[config.mk]
export PLATFORM = sky130hd
export DESIGN_NAME = gate_vector_gen
export DESIGN_NICKNAME = d
export VERILOG_FILES = /design/src/rtl/gate_gen_pkg.sv /design/src/rtl/gate_ref_model.sv /design/src/rtl/gate_vector_gen.sv
export SDC_FILE = /design/constraint.sdc
export NUM_CORES = 1
export LEC_CHECK = 0
export CAP_MARGIN = 0
export CORE_ASPECT_RATIO = 1.2
export CORE_UTILIZATION = 35
export CTS_BUF_LIST = sky130_fd_sc_hd__clkbuf_8
export DETAILED_ROUTE_END_ITERATION = 6
export PLACE_DENSITY = 0.64
export SYNTH_ARGS = -nofsm -noshare
export SYNTH_HDL_FRONTEND = slang
export SYNTH_SLANG_ARGS = --single-unit
[constraint.sdc]
create_clock -name clk_i -period 1.95 [get_ports clk_i]
set_input_delay 0.39 -clock clk_i [delete_from_list [all_inputs] [get_ports clk_i]]
set_output_delay 0.39 -clock clk_i [all_outputs]
set_load 0.01 [all_outputs]
[src/rtl/gate_gen_pkg.sv]
// Shared definitions for the gate vector generator: gate opcodes, FSM states, vector count.
package gate_gen_pkg;

  localparam int unsigned NUM_VEC = 4;

  typedef enum logic [1:0] {
    OP_AND  = 2'd0,
    OP_OR   = 2'd1,
    OP_XOR  = 2'd2,
    OP_NAND = 2'd3
  } gate_op_e;

  typedef enum logic [1:0] {
    ST_IDLE  = 2'd0,
    ST_DRIVE = 2'd1,
    ST_DONE  = 2'd2
  } state_e;

endpackage

[src/rtl/gate_ref_model.sv]
// Combinational golden model of a 2-input basic gate selected by opcode.
module gate_ref_model
  import gate_gen_pkg::*;
(
  input  logic [1:0] op_i,
  input  logic       a_i,
  input  logic       b_i,
  output logic       expected_o
);

  always_comb begin
    expected_o = 1'b0;
    case (gate_op_e'(op_i))
      OP_AND:  expected_o = a_i & b_i;
      OP_OR:   expected_o = a_i | b_i;
      OP_XOR:  expected_o = a_i ^ b_i;
      OP_NAND: expected_o = ~(a_i & b_i);
      default: expected_o = 1'b0;
    endcase
  end

endmodule

[src/rtl/gate_vector_gen.sv]
// Sweeps {B,A} = 00..11 into a 2-input gate, checks F against gate_ref_model, reports pass/fail.
// Optional first-failure capture enabled by defining GATE_VECTOR_GEN_FIRST_FAIL_EN.
module gate_vector_gen
  import gate_gen_pkg::*;
#(
  parameter int unsigned HOLD_CYCLES = 5,
  parameter int unsigned GATE_OP     = 1,
  parameter int unsigned ERR_W       = 3
) (
  input  logic             clk_i,
  input  logic             rst_i,
  input  logic             start_i,
  output logic             A_o,
  output logic             B_o,
  input  logic             F_i,
  output logic [1:0]       vec_idx_o,
  output logic             busy_o,
  output logic             done_o,
  output logic             pass_o,
`ifdef GATE_VECTOR_GEN_FIRST_FAIL_EN
  output logic             first_fail_vld_o,
  output logic [1:0]       first_fail_idx_o,
`endif
  output logic [ERR_W-1:0] err_cnt_o
);

  localparam logic [7:0] HOLD_LAST = 8'(HOLD_CYCLES - 1);
  localparam logic [1:0] OP        = 2'(GATE_OP);
  localparam logic [1:0] LAST_VEC  = 2'(NUM_VEC - 1);

  state_e           state_q, state_d;
  logic [7:0]       hold_q, hold_d;
  logic [1:0]       idx_q, idx_d;
  logic [ERR_W-1:0] err_q, err_d;
  logic             done_q, done_d;
  logic             pass_q, pass_d;
  logic             exp_bit;
  logic             start_acc;
  logic             sample;
  logic             mismatch;

  gate_ref_model u_ref (
    .op_i       (OP),
    .a_i        (idx_q[0]),
    .b_i        (idx_q[1]),
    .expected_o (exp_bit)
  );

  assign start_acc = (state_q != ST_DRIVE) && start_i;
  assign sample    = (state_q == ST_DRIVE) && (hold_q == HOLD_LAST);
  assign mismatch  = sample && (F_i != exp_bit);

  always_ff @(posedge clk_i or posedge rst_i) begin
    if (rst_i) begin
      state_q <= ST_IDLE;
      hold_q  <= '0;
      idx_q   <= '0;
      err_q   <= '0;
      done_q  <= 1'b0;
      pass_q  <= 1'b0;
    end else begin
      state_q <= state_d;
      hold_q  <= hold_d;
      idx_q   <= idx_d;
      err_q   <= err_d;
      done_q  <= done_d;
      pass_q  <= pass_d;
    end
  end

  always_comb begin
    state_d = state_q;
    hold_d  = hold_q;
    idx_d   = idx_q;
    err_d   = err_q;
    done_d  = done_q;
    pass_d  = pass_q;
    case (state_q)
      ST_IDLE, ST_DONE: begin
        if (start_acc) begin
          state_d = ST_DRIVE;
          hold_d  = '0;
          idx_d   = '0;
          err_d   = '0;
          done_d  = 1'b0;
          pass_d  = 1'b0;
        end
      end
      ST_DRIVE: begin
        hold_d = hold_q + 8'd1;
        if (mismatch && (err_q != '1)) err_d = err_q + ERR_W'(1);
        if (sample) begin
          hold_d = '0;
          if (idx_q == LAST_VEC) begin
            // pass uses err_d so a miss on the final vector is reflected on DONE entry
            state_d = ST_DONE;
            done_d  = 1'b1;
            pass_d  = (err_d == '0);
          end else begin
            idx_d = idx_q + 2'd1;
          end
        end
      end
      default: state_d = ST_IDLE;
    endcase
  end

`ifdef GATE_VECTOR_GEN_FIRST_FAIL_EN
  logic       ffv_q, ffv_d;
  logic [1:0] ffi_q, ffi_d;

  always_ff @(posedge clk_i or posedge rst_i) begin
    if (rst_i) begin
      ffv_q <= 1'b0;
      ffi_q <= '0;
    end else begin
      ffv_q <= ffv_d;
      ffi_q <= ffi_d;
    end
  end

  always_comb begin
    ffv_d = ffv_q;
    ffi_d = ffi_q;
    if (start_acc) begin
      ffv_d = 1'b0;
      ffi_d = '0;
    end else if (mismatch && !ffv_q) begin
      ffv_d = 1'b1;
      ffi_d = idx_q;
    end
  end

  assign first_fail_vld_o = ffv_q;
  assign first_fail_idx_o = ffi_q;
`endif

  assign A_o       = idx_q[0];
  assign B_o       = idx_q[1];
  assign vec_idx_o = idx_q;
  assign busy_o    = (state_q == ST_DRIVE);
  assign done_o    = done_q;
  assign pass_o    = pass_q;
  assign err_cnt_o = err_q;

endmodule

# == After elaboration in Yosys (flattened, before gate mapping) ==
# Index checks and enable logic that the tools add are counted.
# Widths: inputs -> output; s select.
# classes
add_sub_neg,3
bitwise,1
n_eq_ne,11
muxes,22
reduce_logical,12
# op_table
operator,n
$mux 8,2
$pmux 8 s2,1
$mux 2,6
$mux 3,3
$add 8x1->8 const B,1
$eq 8x3->1 const B,1
$pmux 2 s2,2
$reduce_and 4->1,2
$ne 2x1->1 const B,3
$pmux 3 s2,1
$mux 1,5
$eq 2x2->1 const B,2
$logic_and 1x1->1,4
$ne 2x2->1 const B,2
$pmux 1 s2,2
$add 3x1->3 const B,1
$logic_not 3->1,1
$ne 3x3->1 const B,1
$reduce_and 3->1,1
$add 2x1->2 const B,1
$eq 2x1->1 const B,1
$logic_not 2->1,1
$reduce_and 2->1,1
$reduce_bool 2->1,1
other kinds (3),3
# totals
output_inout_bits,10
input_bits,4
word_cells,55
ff_bits,17

# == Longest topological paths before layout ==
# logic_depth
depth_word,10
ltp_mapped,7
ltp_nobuf,6

# == By module ==
# A second synthesis with hierarchy kept.
# hier_totals
hier_cells,108
hier_area_um2,1024.7
# modules_own_cells
module,instances,seq_area_each_um2,area_each_um2,cells_each
gate_vector_gen,1,425.4,960.9,98
gate_ref_model,1,0.0,63.8,10

# == Worst setup path before layout ==
# No wires, ideal clock.
# synth_path
kind,flip-flop to flip-flop
start,register err_q[0] (netlist: err_cnt_o[0])
end,register err_q[0] (netlist: err_cnt_o[0])
arrival_time_ps,1610
setup_time_ps,125
path_slack_ps,215
t_required_ps,1825
stages_incl_launch_ff,8
n_path_buf,1
period_less_slack_ps,1735
path_cell_list,dfrtp_1 -> ha_1 -> ha_1 -> nor3b_1 -> and4b_1 -> buf_4 -> o21bai_2 -> mux2_4
# synth_via
elab_chain_len,5
elab_cells_between_ends,6
cone_classes,1 x add/sub; 1 x eq/ne; 3 x mux; 1 x reduce/logical
# synth_lines
element,line_no,source
from (decl),gate_vector_gen.sv:34,"logic [ERR_W-1:0] err_q, err_d;"
from (signal assigned),gate_vector_gen.sv:65,err_q <= err_d;
branches (longest 2 deep; another with $add 3x1->3),-,
$mux 3 (*),gate_vector_gen.sv:91,if (mismatch && (err_q != '1)) err_d = err_q + ERR_W'(1);
$mux 3 (*),gate_vector_gen.sv:78,case (state_q)
$pmux 3 s2 (*),gate_vector_gen.sv:78,
# Every way passes the cells marked *. The select of a mux whose other input is x is not followed.
# A chain may end at the register's enable or synchronous reset.

# == Worst setup path after layout ==
# layout_path
start,register state_q[1]
end,output port busy_o
# layout_via
elab_chain_len,1
# layout_lines
element,line_no,source
from (decl),gate_vector_gen.sv:31,"state_e state_q, state_d;"
from (signal assigned),gate_vector_gen.sv:62,state_q <= state_d;
$eq 2x1->1,gate_vector_gen.sv:141,assign busy_o = (state_q == ST_DRIVE);
to (decl),gate_vector_gen.sv:17,"output logic busy_o,"
# Every way passes these cells.

==> results.cfg <==
[floorplan]
die-width_um = 52.0
chipHeight_um = 62.0
start_util = 0.374
core-area_mm2 = 0.00281
fp-row-count = 21
dieArea_mm2 = 0.00323
ioPinCount = 14

[cts]
clkTransAtPathRegs_ns = 0.07
clock-root-buffer = clkbuf_8
cts_max_level = 1
clock-sinks = 17
clk-insertion-delay-late_ns = 0.26
clockBufferDepth = 2
cts_buffers = 3
postCtsHoldBufs = 0
cts_tree = done

[outcome]
status = finished, final reports clean

[logic_synthesis]
yosys_most_used_dff = dfrtp_1
synthCells = 101
ys_async_sr_fraction = 1.00
synth-adder-area-share = 0.0714
synth_compound_area_frac = 0.149
netlist_area_mm2 = 0.00105
synthXorXnorAreaFrac = 0.0250
avgSynthCellArea_um2 = 10.4
synth_edf_count = 0
synth.distinct_cells = 40
synthSimpleGateAreaFrac = 0.212
synth_seq_cells = 17
synth_mux_area_frac = 0.0738
syn_nets = 111
ys_seq_area_frac = 0.405
yosys_warnings = 0
synth_top_family_by_area = simple AND/OR/NAND/NOR gates

[setup_path]
end_kind = output pin
critPathArrivalTime_ns = 1.50
startpoint_type = flip-flop
cp.required_ns = 1.56
crit_type = flip-flop to output pin
cp_max_fo = 6

[sta]
setup_violations = 0
holdWs_ns = 0.435
min_period_over_period = 0.967
relSlewSlack = 0.753
tns_ns = 0
rsz0062_at_grt = false
worst_slack_ns = 0.0649
skew_ns = 0.00177
report.final.hold_viol_count = 0
finalWorstPathRequiredPeriod_ns = 1.89
worst_pin_slew_ns = 0.370
max_freq_ghz = 0.530
slew_violations = 0

[flow_run]
maxCapViolCount = 0

[place]
gp_congestion = 0.785
place_ws_ns = 0.102
io_buffers = 13
place_hpwl_mm = 1.63

[route]
antenna_left = 0
drc = 0
drt_iter0_drc = 8
vias_per_cell = 5.31
first_pass_iters = 4
wl_per_cell_um = 14.2
route.vias.total = 818
drt_wl_total_mm = 2.19

[power_and_ir_drop]
power_density_mw_per_mm2 = 1390
total_power_w = 0.00180
p_leak_nw = 0.593
ir_drop_mv = 0.748

[global_routing]
grt-ovfl-total = 0
antenna_found_initial = 0
grt_pass1_wl_mm = 3.70
first_global_vias = 821
grt_max_degree = 18
grtUsageTotal = 0.156

[layout]
drive_gt1_frac = 0.175
diodes = 0
final_core_util = 0.461
syn2layout_area_growth_pct = 23.2
fin_nets = 131
num-fill-cells = 263

[min_path]
hp-class = input pin to asynchronous set/reset pin
Yosys cell counts, drive strengths merged, types with 3 or more instances:
master  count  share of area
a21oi       5          0.024
a22o        4          0.033
buf         5          0.033
dfrtp      17           0.40
ha          6          0.071
inv         8          0.031
mux2        3          0.036
mux2i       4          0.038
nand2       5          0.018
nand3       4          0.019
nand4       3          0.018
nor2        5          0.033
nor3b       3          0.026
o21ai       5          0.024
state kept, by name (all words and copies together) (netlist names):
signal and count:
vec_idx_o 2, pass_o 1, done_o 1, err_cnt_o 3, state_q 2, hold_q 8
kinds of logic after synthesis:
group	count (synthesis)
buffers and inverters	13
muxes	7
xor gates and xnor gates	3
and+or+nand+nor	33
AOI/OAI and AO/OA	22
DFF	17
adders and majority gates	6
timing repair:
item                                    CTS  global route
resized for setup                         2             1
buffers inserted                          0             2
endpoints found under the setup margin    1             2
cell type report:
type / instances / area, um2 / share of cell area
clock buffer: 3 / 41.3 / 0.0319
tap: 34 / 42.5 / 0.0329
multi-input combinational: 71 / 567 / 0.438
clock inverter: 1 / 3.75 / 0.00290
sequential: 17 / 425 / 0.329
inverter: 8 / 32.5 / 0.0251
timing repair buffer: 20 / 183 / 0.141
metal layers:
metal | part of all wire | up-vias | global-route usage
li1 | - | 404 | -
met3 | 0.028 | 5 | 0.0268
met2 | 0.48 | 13 | 0.242
met1 | 0.47 | 396 | 0.210
met4 | 0.021 | 0 | 0.0811
met5 | 0 | - | 0
worst paths after layout:
path                                         from                      to  slack, ns  cells past startpoint
min in group clk_i             done_o$_DFFE_PP0P_      done_o$_DFFE_PP0P_       0.52                      2
max in group asynchronous                   rst_i   hold_q[0]$_DFFE_PP0P_       1.33                      3
setup reg to reg            hold_q[0]$_DFFE_PP0P_  state_q[0]$_DFFE_PP0P_       0.12                      6
setup / recovery           state_q[1]$_DFFE_PP0P_                  busy_o       0.06                      3
hold reg to reg                done_o$_DFFE_PP0P_      done_o$_DFFE_PP0P_       0.52                      2
hold / removal                              rst_i   hold_q[2]$_DFFE_PP0P_       0.44                      3
stage by stage:
stage               std cells  cell area (um2)
floorplan                 101             1050
detailed placement        148             1230
global route              154             1290
global placement          148             1230
CTS                       152             1280
finish                    154             1290
cells in the final DEF, fill, tap and decap left out, types with 2 or more instances in the layout:
cell / netlist / final
or3_1: 2 / 2
a21oi_1: 5 / 5
mux2i_1: 4 / 4
nor3_1: 2 / 2
buf_4: 4 / 7
nand3_1: 4 / 4
nor3b_1: 2 / 2
and3_1: 2 / 2
inv_1: 7 / 8
a22o_1: 4 / 4
nor2_1: 4 / 4
xnor2_1: 2 / 2
clkdlybuf4s50_1: 0 / 13
o21ai_1: 4 / 4
dfrtp_1: 17 / 17
nand4_1: 3 / 3
nand2_1: 5 / 5
a31oi_1: 2 / 2
clkbuf_8: 0 / 3
ha_1: 6 / 6
worst max-delay path, cell delays in order (launching register included):
cell and delay, ns:
dfrtp_1 0.44, nand2b_4 0.21, inv_4 0.06, clkdlybuf4s50_1 0.53
power by group:
group / internal (W) / switching, W
logic: 0.000486 / 0.000402
clock network: 0.000140 / 0.000128
registers: 0.000483 / 0.000164
Note: power is estimated with default switching activity, not from simulation.
==> RTL edit 1, RTL diff (same flow settings) <==
`hold_q` no longer has a reset.
--- a/src/rtl/gate_vector_gen.sv
+++ b/src/rtl/gate_vector_gen.sv
@@ -55,3 +55,2 @@
       state_q <= ST_IDLE;
-      hold_q  <= '0;
       idx_q   <= '0;
@@ -62,3 +61,2 @@
       state_q <= state_d;
-      hold_q  <= hold_d;
       idx_q   <= idx_d;
@@ -68,2 +66,6 @@
     end
+  end
+
+  always_ff @(posedge clk_i) begin
+    hold_q <= hold_d;
   end
Check against the original RTL: no difference found for any inputs over 10 cycles, from zero or initial values and one cycle with rst_i high; that may be too few to reach the edited logic, so the function may still have changed.
==> RTL edit 1 against the original RTL <==
  * First-iteration DRC count decreased by 63%
  * Largest cell class is now registers
  * Total power shrank 11%
  * Sequential cell count unchanged
  * Cell area decreased by 9.6%
  * Synthesized area decreased by 10%
  * Wire length fell by 18%
  * Sequential power is 6.5% higher
  * Worst setup slack better by 0.018 ns
  * Largest power group is now registers
  * Final cell count shrank 9.1%
==> RTL edit 1: results <==
group,metric,value,unit
run_status,status,"complete, no violations",
final_layout,layout.nets,118,
final_layout,final_layout_size_suffix_gt1_share,14.95,%
route,drt-initial-drc-count,3,
worst_setup_path,cp.arrival,1.48,ns
final_layout,nFillCells,258,
pwr,ir_worst_vdd,0.0008336,V
global_route,grt_start_max_net_pins,11,
yosys,synthTopCellsByArea,"edfxtp_1 (26%), dfrtp_1 (24%), ha_1 (8.0%)",
pwr,leakage,0.5166,nW
global_route,grt_pass1_wl,3.098,mm
worst_setup_path,worstPathMaxFanout,5,
global_route,antenna_found_initial,0,
placement,gp_congestion,0.7501,
global_route,grt_pass1_vias,721,
timing,fin_skew,0.003269,ns
yosys,synth_cell_types,27,
yosys,yosysSeqAreaShare,49.47,%
yosys,ys_warn_count,0,
route,wire_per_inst,12.81,microns
cts,ctsLongestPathBuffers,2,
cts,cts_buffers,3,
yosys,ys_async_sr_fraction,52.94,%
global_route,grt_usage,14.34,%
route,num_vias,668,
placement,hpwl,1.387,mm
yosys,ys.flop_type,"dfrtp_1",
yosys,synth_commonest_cells,"dfrtp_1 (9), nand2_1 (9), edfxtp_1 (8), inv_1 (8), nor2_1 (8)",
yosys,synth-edff-count,8,
timing,worst_pin_slew,0.3415,ns
placement,dpl-instance-area,0.001122,sq mm
yosys,synth.net_count,99,
cts,path_clk_slew,0.07,ns
-- RTL edit 1: routing by layer --
layer / routed length, microns / track usage, % / vias up
met5: 0 / 0 / -
met4: 12 / 7.563 / 0
met3: 46 / 2.067 / 2
met2: 902 / 24.46 / 9
met1: 832 / 17.53 / 320
li1: - / - / 337
-- RTL edit 1: report_power, final --
part	leakage (nW)	internal (mW)	switching (mW)
registers	0.207	0.550	0.140
logic	0.284	0.334	0.318
clock network	0.0255	0.142	0.124
total	0.517	1.03	0.582
-- RTL edit 1: cell type report --
cell class | instances | area, sq um | area share, %
Sequential cell | 17 | 465.4 | 39.74
Multi-Input combinational cell | 61 | 427.9 | 36.54
Timing Repair Buffer | 17 | 160.2 | 13.68
Clock buffer | 3 | 41.29 | 3.526
Tap cell | 33 | 41.29 | 3.526
Inverter | 8 | 30.03 | 2.564
Clock inverter | 1 | 5.005 | 0.4274
-- RTL edit 1: critical path, cell delays in order (launching register included) --
cell and delay [ns]:
dfrtp_1 0.39, nand2b_2 0.22, inv_1 0.08, clkdlybuf4s50_1 0.54
-- RTL edit 1: metrics by stage --
step	setup WS, ns	util, %	hold slack [ns]	cells
after floorplan	0.2824	-	0.2179	89
after global placement	0.2627	43.97	0.4621	136
after detailed placement	0.2490	43.97	0.4836	136
after global routing	0.005639	45.88	0.4562	140
final	0.08247	45.88	0.3894	140
after CTS	0.05797	45.78	0.3972	140
-- RTL edit 1: path summary, 6_finish.rpt --
check	startpoint	end	slack, ns	depth (start not counted)
max	state_q[1]	busy_o	0.08	3
max in group asynchronous	rst_i	state_q[1]	1.31	2
max reg2reg	err_cnt_o[0]	pass_o	0.22	6
min reg2reg	done_o	done_o	0.50	2
min in group clk_i	done_o	done_o	0.50	2
min	rst_i	state_q[0]	0.39	2
-- RTL edit 1: cell families (layout without fill, tap and decap cells) --
logic type	Yosys count	in the layout	share of synthesized area, %
compound gates	6	6	3.856
xor+xnor	7	7	6.516
fa+ha+maj	6	6	7.979
buf+inv	11	29	5.318
flops	17	17	49.47
mux	3	3	3.192
simple gates	39	39	23.67
-- RTL edit 1: timing repair --
item                                    in CTS  in global routing
endpoints found under the setup margin       0                  1
endpoints found under the hold margin        0                  0
gates resized for setup                      0                  1
==> RTL edit 2, RTL diff (config.mk and constraints unchanged) <==
Without the edit above. Set the parameter `ERR_W` to 6 (it was 3).
--- a/src/rtl/gate_vector_gen.sv
+++ b/src/rtl/gate_vector_gen.sv
@@ -7,3 +7,3 @@
   parameter int unsigned GATE_OP     = 1,
-  parameter int unsigned ERR_W       = 3
+  parameter int unsigned ERR_W       = 6
 ) (
Ports: changed (resized err_cnt_o); port bits go from 14 to 17. The function was not compared with the original's and may differ.
==> RTL edit 2 against the original RTL <==
  * Synthesized cell count increased by 28%
  * Clock skew increased by 0.0021 ns
  * Worst setup slack improved by 0.031 ns
  * Total power decreased by 5.3%
  * Wire length increased by 20%
  * Sequential cell count increased by 3
  * Synthesized area increased by 10%
  * Cell area increased by 8.5%
==> RTL edit 2: results <==
group,metric,value,unit
pwr,internal-power,1.042,mW
yosys,synth.net_count,138,
run_status,status,"complete, no violations",
timing,relSlewSlack,74.25,%
yosys,synth_compound_area_share,21.12,%
yosys,synthTopCellsByArea,"dfrtp_1 (43%), o21ai_0 (8.2%), ha_1 (5.4%)",
yosys,synthMuxAreaShare,0.8621,%
global_route,grt_start_max_net_pins,13,
route,routed-wl-met3,90,microns
placement,hpwl,1.996,mm
final_layout,area_growth_syn_to_layout,21.01,%
global_route,grt_usage,17.38,%
placement,pre_cts_ws,-0.01570,ns
global_route,use_met1,21.05,%
global_route,use_met2,27.86,%
global_route,grt_pass1_wl,4.491,mm
final_layout,buf_share,13.54,%
yosys,synth_commonest_cells,"dfrtp_1 (20), o21ai_0 (19), nand2_1 (15)",
route,dr_wl_met2,1.364,mm
final_layout,nFillCells,300,
final_layout,clkCellAreaFrac,2.939,%
placement,portBuffers,16,
pwr,leakage,0.6096,nW
yosys,synth_xor_area_share,1.509,%
placement,gp_congestion,0.7691,
global_route,grt_use_met3,2.778,%
route,via_per_inst,5.738,
pwr,ir_worst_vdd,0.0004776,V
yosys,netlist_area,0.001161,sq mm
final_layout,comb.multi_input.count,96,
final_layout,nFlopsAndLatches,20,
final_layout,seq_area,500.5,sq um
placement,dpl-instance-area,0.001363,sq mm
route,drt-initial-drc-count,24,
cts,cts_repair_resize_count,0,
final_layout,final_layout_size_suffix_gt1_share,10.88,%
worst_setup_path,worstPathMaxFanout,2,
timing,fin_skew,0.003919,ns
route,wire_per_inst,14.39,microns
final_layout,layout.nets,158,
pwr,power.share.combinational,41.6,%
yosys,yosysSeqAreaShare,43.10,%
yosys,synth_cell_types,34,
RTL edit 2: through the flow:
stage / cells / utilization [%] / hold slack [ns] / power [mW]
final: 183 / 45.17 / 0.4107 / 1.706
after global routing: 183 / 45.17 / 0.4335 / 1.852
after CTS: 183 / 45.13 / 0.4163 / 1.720
after global placement: 180 / 43.81 / 0.4615 / 1.419
after floorplan: 129 / - / 0.3538 / 1.183
after detailed placement: 180 / 43.81 / 0.4711 / 1.446
RTL edit 2: worst paths after layout:
| check | start | depth (start not counted) | slack, ns | to |
|---|---|---|---|---|
| max | state_q[1] | 3 | 0.1 | busy_o |
| min | rst_i | 3 | 0.41 | hold_q[2] |
| max reg2reg | hold_q[0] | 7 | 0.1 | pass_o |
| min reg2reg | done_o | 2 | 0.49 | done_o |
| max in group asynchronous | rst_i | 3 | 1.35 | err_cnt_o[2] |
| min in group clk_i | done_o | 2 | 0.49 | done_o |
